### src/rtl/atomic_unit.sv
// atomic_unit: RV32A sequencer running LR/SC and AMO load-modify-store over the data-memory port,
// holding the LR/SC reservation and returning rd with a one-cycle done pulse.
module atomic_unit (
    input  logic        i_clk,
    input  logic        i_rstn,
    input  logic        i_req,
    input  logic [4:0]  i_funct5,
    input  logic [31:0] i_addr,
    input  logic [31:0] i_rs2,
    input  logic        i_inval,
    output logic        o_busy,
    output logic        o_done,
    output logic [31:0] o_rd_data,
    output logic        o_misaligned,
    output logic        o_mem_req,
    output logic        o_mem_we,
    output logic [31:0] o_mem_addr,
    output logic [31:0] o_mem_wdata,
    input  logic        i_mem_ack,
    input  logic [31:0] i_mem_rdata
);
    localparam int XLEN = 32;
    localparam logic [4:0] F_ADD  = 5'b00000;
    localparam logic [4:0] F_LR   = 5'b00010;
    localparam logic [4:0] F_SC   = 5'b00011;
    localparam logic [4:0] F_XOR  = 5'b00100;
    localparam logic [4:0] F_OR   = 5'b01000;
    localparam logic [4:0] F_AND  = 5'b01100;
    localparam logic [4:0] F_MIN  = 5'b10000;
    localparam logic [4:0] F_MAX  = 5'b10100;
    localparam logic [4:0] F_MINU = 5'b11000;
    localparam logic [4:0] F_MAXU = 5'b11100;

    typedef enum logic [1:0] {IDLE, READ, WRITE, DONE} state_t;

    state_t            state_q, state_d;
    logic [4:0]        funct5_q, funct5_d;
    logic [XLEN-1:2]   addr_q, addr_d;
    logic [XLEN-1:0]   rs2_q, rs2_d;
    logic [XLEN-1:0]   wdata_q, wdata_d;
    logic [XLEN-1:0]   result_q, result_d;
    logic              misal_q, misal_d;
    logic              res_valid_q, res_valid_d;
    logic [XLEN-1:2]   res_addr_q, res_addr_d;
    logic [XLEN-1:0]   alu;
    logic              sc_ok;

    // Modify step: s1 = rs2, s2 = loaded word; unknown encodings behave as SWAP.
    always_comb begin
        case (funct5_q)
            F_ADD:   alu = rs2_q + i_mem_rdata;
            F_XOR:   alu = rs2_q ^ i_mem_rdata;
            F_AND:   alu = rs2_q & i_mem_rdata;
            F_OR:    alu = rs2_q | i_mem_rdata;
            F_MIN:   alu = ($signed(rs2_q) < $signed(i_mem_rdata)) ? rs2_q : i_mem_rdata;
            F_MAX:   alu = ($signed(rs2_q) > $signed(i_mem_rdata)) ? rs2_q : i_mem_rdata;
            F_MINU:  alu = (rs2_q < i_mem_rdata) ? rs2_q : i_mem_rdata;
            F_MAXU:  alu = (rs2_q > i_mem_rdata) ? rs2_q : i_mem_rdata;
            default: alu = rs2_q;
        endcase
    end

    assign sc_ok = res_valid_q && !i_inval && (res_addr_q == i_addr[XLEN-1:2]);

    always_comb begin
        state_d     = state_q;
        funct5_d    = funct5_q;
        addr_d      = addr_q;
        rs2_d       = rs2_q;
        wdata_d     = wdata_q;
        result_d    = result_q;
        misal_d     = misal_q;
        res_valid_d = res_valid_q;
        res_addr_d  = res_addr_q;
        case (state_q)
            IDLE: if (i_req) begin
                funct5_d = i_funct5;
                addr_d   = i_addr[XLEN-1:2];
                rs2_d    = i_rs2;
                misal_d  = i_addr[1:0] != 2'b00;
                result_d = '0;
                if (i_addr[1:0] != 2'b00) begin
                    state_d = DONE;
                end else if (i_funct5 == F_SC) begin
                    res_valid_d = 1'b0;
                    state_d     = sc_ok ? WRITE : DONE;
                    result_d    = {{(XLEN-1){1'b0}}, !sc_ok};
                    wdata_d     = sc_ok ? i_rs2 : wdata_q;
                end else begin
                    state_d = READ;
                end
            end
            READ: if (i_mem_ack) begin
                result_d = i_mem_rdata;
                if (funct5_q == F_LR) begin
                    res_valid_d = 1'b1;
                    res_addr_d  = addr_q;
                    state_d     = DONE;
                end else begin
                    wdata_d = alu;
                    state_d = WRITE;
                end
            end
            WRITE: if (i_mem_ack) begin
                res_valid_d = res_valid_q && (res_addr_q != addr_q);
                state_d     = DONE;
            end
            default: state_d = IDLE;
        endcase
        // Invalidation beats a coincident LR set.
        if (i_inval) res_valid_d = 1'b0;
    end

    always_ff @(posedge i_clk or negedge i_rstn) begin
        if (!i_rstn) begin
            state_q     <= IDLE;
            funct5_q    <= '0;
            addr_q      <= '0;
            rs2_q       <= '0;
            wdata_q     <= '0;
            result_q    <= '0;
            misal_q     <= 1'b0;
            res_valid_q <= 1'b0;
            res_addr_q  <= '0;
        end else begin
            state_q     <= state_d;
            funct5_q    <= funct5_d;
            addr_q      <= addr_d;
            rs2_q       <= rs2_d;
            wdata_q     <= wdata_d;
            result_q    <= result_d;
            misal_q     <= misal_d;
            res_valid_q <= res_valid_d;
            res_addr_q  <= res_addr_d;
        end
    end

    assign o_busy       = (state_q != IDLE) || i_req;
    assign o_done       = state_q == DONE;
    assign o_rd_data    = result_q;
    assign o_misaligned = o_done && misal_q;
    assign o_mem_req    = (state_q == READ) || (state_q == WRITE);
    assign o_mem_we     = state_q == WRITE;
    assign o_mem_addr   = {addr_q, 2'b00};
    assign o_mem_wdata  = wdata_q;
endmodule

### config.mk
export PLATFORM = sky130hd
export DESIGN_NAME = atomic_unit
export DESIGN_NICKNAME = d
export VERILOG_FILES = /design/src/rtl/atomic_unit.sv
export SDC_FILE = /design/constraint.sdc
export NUM_CORES = 1
export LEC_CHECK = 0
export BUFFER_PORTS_ARGS = -buffer_cell sky130_fd_sc_hd__buf_2
export CAP_MARGIN = 20
export CORE_ASPECT_RATIO = 2
export CORE_MARGIN = 2
export CORE_UTILIZATION = 50
export CTS_BUF_LIST = sky130_fd_sc_hd__clkbuf_4 sky130_fd_sc_hd__clkbuf_8
export DETAILED_ROUTE_END_ITERATION = 16
export GPL_TIMING_DRIVEN = 0
export PLACE_DENSITY = 0.72
export SYNTH_ARGS = -nofsm -noshare
export SYNTH_HDL_FRONTEND = slang
export SYNTH_SLANG_ARGS = --single-unit
export TNS_END_PERCENT = 10
### constraint.sdc
create_clock -name i_clk -period 3.51 [get_ports i_clk]
set_input_delay 0.702 -clock i_clk [delete_from_list [all_inputs] [get_ports i_clk]]
set_output_delay 0.702 -clock i_clk [all_outputs]
set_load 0.02 [all_outputs]
==> impl_metrics.csv <==
group,metric,value,unit
status,run_status,"finished, violations left",
status,failed_checks,"setup timing",
die,start_util,50.9,%
timing,hold_ws,0.0799,ns
setup_path,arrival,3.90,ns
cts,root_buffer,"clkbuf_8",
global_routing,overflow,0,
global_routing,grt_pass1_wl,65.1,mm
setup_path,critPathRequiredTime,3.90,ns
cts,clock_latency,0.52,ns
routing,routed_wl,44.1,mm
synthesis,synth-compound-area-share,21.3,%
timing,relSlewSlack,23.7,%
pwr,p_clk_share,11.2,%
synthesis,synth_top_cell_by_area,"dfrtp_1",
pwr,pwr-share-comb,63.0,%
timing,period_needed,3.51,ns
synthesis,synth_area_leaders,"dfrtp_1 35%, ha_1 11%, mux2_2 9.0%",
setup_path,critPathKind,"reg -> reg",
timing,fin_tns_setup,-0.00397,ns
synthesis,synth_top_area_share,34.9,%
hold_path,hold_path_class,"in -> async",
timing,rsz0062_at_grt,"true",
place,io_buffers,204,
pwr,leakagePower,6.68,nW
timing,finalHoldViolCount,0,
synthesis,yosys.area_share.simple,11.8,%
pwr,p_seq_share,25.8,%
setup_path,crit_path_start_kind,"flip-flop",
pwr,ir_drop,0.000632,V
synthesis,synth-main-ff-cell,"dfrtp_1",
routing,wire_per_inst,24.3,um
synthesis,async_flop_share,100,%
global_routing,antenna_found_initial,0,
global_routing,track_usage,34.5,%
die,chipHeight,222,um
pwr,power_density,1000,mW/mm2
setup_path,end_kind,"flip-flop",
routing,drt-initial-drc-count,961,
synthesis,ys_seq_area_share,34.9,%
pwr,p_switching,7.23,mW
layout,antenna-diode-count,0,
layout,layout.nets,1722,
layout,drive_gt1_share,30.0,%
synthesis,synth_edf_count,0,
synthesis,synth_xor_area_share,6.44,%
cts,cts-htree-levels,4,
die,core,0.0232,mm2
synthesis,synthMuxAreaShare,9.04,%
pwr,switching_share,50.8,%
routing,via_per_inst,6.28,
cts,cts_tree,"yes",
synthesis,synthCells,1261,
cts,cts_buffer_depth,2,
pwr,p_int,7.00,mW
routing,vias,11400,
cts,cts_buffers,17,
die,io_pins,207,
synthesis,yosysWarnings,0,
cts,cts_sinks,165,
cts,path_clk_slew,0.09,ns
die,dieArea,0.0250,mm2
die,row_count,79,
flow_run,cap_violations,0,
synthesis,synthAdderAreaFrac,10.7,%
timing,worst_pin_slew,1.15,ns
global_routing,grt_pass1_vias,11400,
timing,layout_setup_ws,-0.00397,ns
synthesis,syn_area_per_cell,9.38,um2
routing,postRouteAntennaNets,0,
cts,ctsHoldBuffers,0,
layout,syn_to_final_growth,19.9,%
timing,timing.final.crit_share,100,%
layout,fillers,2082,
layout,multi_input_area,0.00725,mm2
routing,drc,0,
synthesis,ys_ff_latch,165,
synthesis,yosysUniqueCellTypes,76,
layout,register_area,0.00414,mm2
timing,finClkSkew,0.0199,ns
routing,firstDrtPassIters,7,
timing,maxClockFrequency,285,MHz
die,dieWidth,113,um
timing,setup-violations-final,1,
timing,slew_viol_final,0,
global_routing,grt_max_degree,115,
place,hpwl,32.8,mm
setup_path,critPathMaxFanout,7,
synthesis,syn-cell-area,0.0118,mm2
synthesis,synth_top_family_by_area,"compound AO/OA/AOI/OAI gates",
place,gp_congestion,0.980,
worst paths after layout:
kind,slack (ns),end,startpoint,depth (start not counted)
min in group i_clk,0.38,res_valid_q,i_inval,2
worst max register to register,-0.004,o_mem_wdata[10],rs2_q[31],17
worst min register to register,0.50,misal_q,misal_q,2
max in group asynchronous,2.45,rs2_q[21],i_rstn,2
worst max-delay path,-0.004,o_mem_wdata[10],rs2_q[31],17
worst min-delay path,0.08,addr_q[27],i_rstn,1
Yosys cell counts (all sizes together) (25+ instances only):
| cell | count |
|---|---|
| dfrtp | 165 |
| clkbuf | 52 |
| mux2 | 95 |
| a22o | 31 |
| nand2 | 84 |
| buf | 25 |
| xor2 | 26 |
| a21oi | 114 |
| ha | 100 |
| o21ai | 69 |
| a221oi | 29 |
| inv | 90 |
| nor2 | 70 |
| nand3 | 28 |
| xnor2 | 61 |
stage by stage:
step / setup WS (ns) / total power [mW] / instance area, um2 / std cells / utilization, %
3_3_place_gp: -0.947 / 11.7 / 13200 / 1749 / 56.9
5_1_grt: -0.105 / 15.0 / 14200 / 1811 / 61.1
2_1_floorplan: 0.0957 / 8.99 / 11800 / 1262 / -
4_1_cts: -0.122 / 13.7 / 13900 / 1791 / 59.7
3_5_place_dp: -0.924 / 11.9 / 13300 / 1751 / 57.1
6_report: -0.00397 / 14.2 / 14200 / 1811 / 61.1
critical path, stage by stage, from the launching register on:
cell and delay, ns:
dfrtp_1 0.44, inv_2 0.06, ha_1 0.29, buf_6 0.15, nor4_4 0.38, nand4_1 0.15, buf_4 0.18, buf_4 0.13
inv_1 0.08, o31ai_4 0.13, buf_4 0.18, a2bb2oi_4 0.14, nand3_4 0.09, nor2_4 0.06, buf_4 0.17, a221o_1 0.35
a31oi_1 0.28, o31ai_1 0.12
timing repair:
item	in CTS	in global routing
gates resized for setup	26	53
pin swaps	8	25
setup endpoints to repair	32	32
buffers inserted	8	25
final cells by class:
class | instances | area share [%]
Buffer | 72 | 2.46
Multi-Input combinational cell | 930 | 51.1
Inverter | 90 | 2.38
Clock inverter | 12 | 1.23
Sequential cell | 165 | 29.2
Tap cell | 283 | 2.49
Clock buffer | 20 | 1.94
Timing Repair Buffer | 239 | 9.24
cell usage in the layout (no fill, tap or decap), types with 5 or more instances in the layout:
cell type  count
buf_2        212
dfrtp_1      153
a21oi_1      114
mux2_2        95
ha_1          89
inv_1         87
nand2_1       81
o21ai_0       68
nor2_1        67
xnor2_1       60
clkbuf_1      39
buf_4         39
a22o_1        31
nand3_1       26
xor2_1        26
a221oi_1      21
clkbuf_8      20
o211ai_1      16
nand4_1       16
a21o_1        12
dfrtp_2       12
a221o_1       11
nor4_1        11
a311oi_1      11
a31oi_1       11
nor2b_1       10
o2111ai_1     10
ha_2          10
nor3_1         9
nor3b_1        9
a221oi_2       7
clkbuf_2       7
o31ai_1        7
nand2b_1       6
buf_1          6
o21bai_1       6
nor4_4         5
flip-flops by register name, indices dropped and copies added, names as in the netlist:
signal	cells
rs2_q	32
state_q	2
misal_q	1
addr_q	30
funct5_q	5
o_mem_wdata	32
res_valid_q	1
res_addr_q	30
o_rd_data	32
power by group through the flow:
stage / Clock (mW) / Sequential, mW / Combinational (mW)
finish: 1.59 / 3.67 / 8.96
global route: 1.69 / 3.77 / 9.51
CTS: 1.62 / 3.64 / 8.43
detailed placement: 0 / 3.67 / 8.19
global placement: 0 / 3.61 / 8.07
floorplan: 0 / 4.14 / 4.85
cell families after synthesis:
group / after synthesis
simple gates: 275
compound gates: 370
mux: 95
other cells: 1
xor+xnor: 87
buf+inv: 167
fa+ha+maj: 101
flops: 165
routing by layer:
layer | share of wire (%) | global-route usage (%) | wire length [um] | vias up
met5 | 0 | 0 | 0 | -
li1 | - | - | - | 5067
met2 | 52 | 61.3 | 22800 | 602
met4 | 8.5 | 27.2 | 3740 | 0
met3 | 7.7 | 7.46 | 3400 | 207
met1 | 32 | 33.9 | 14100 | 5505
No activity file was read; power rests on OpenSTA's default activity.
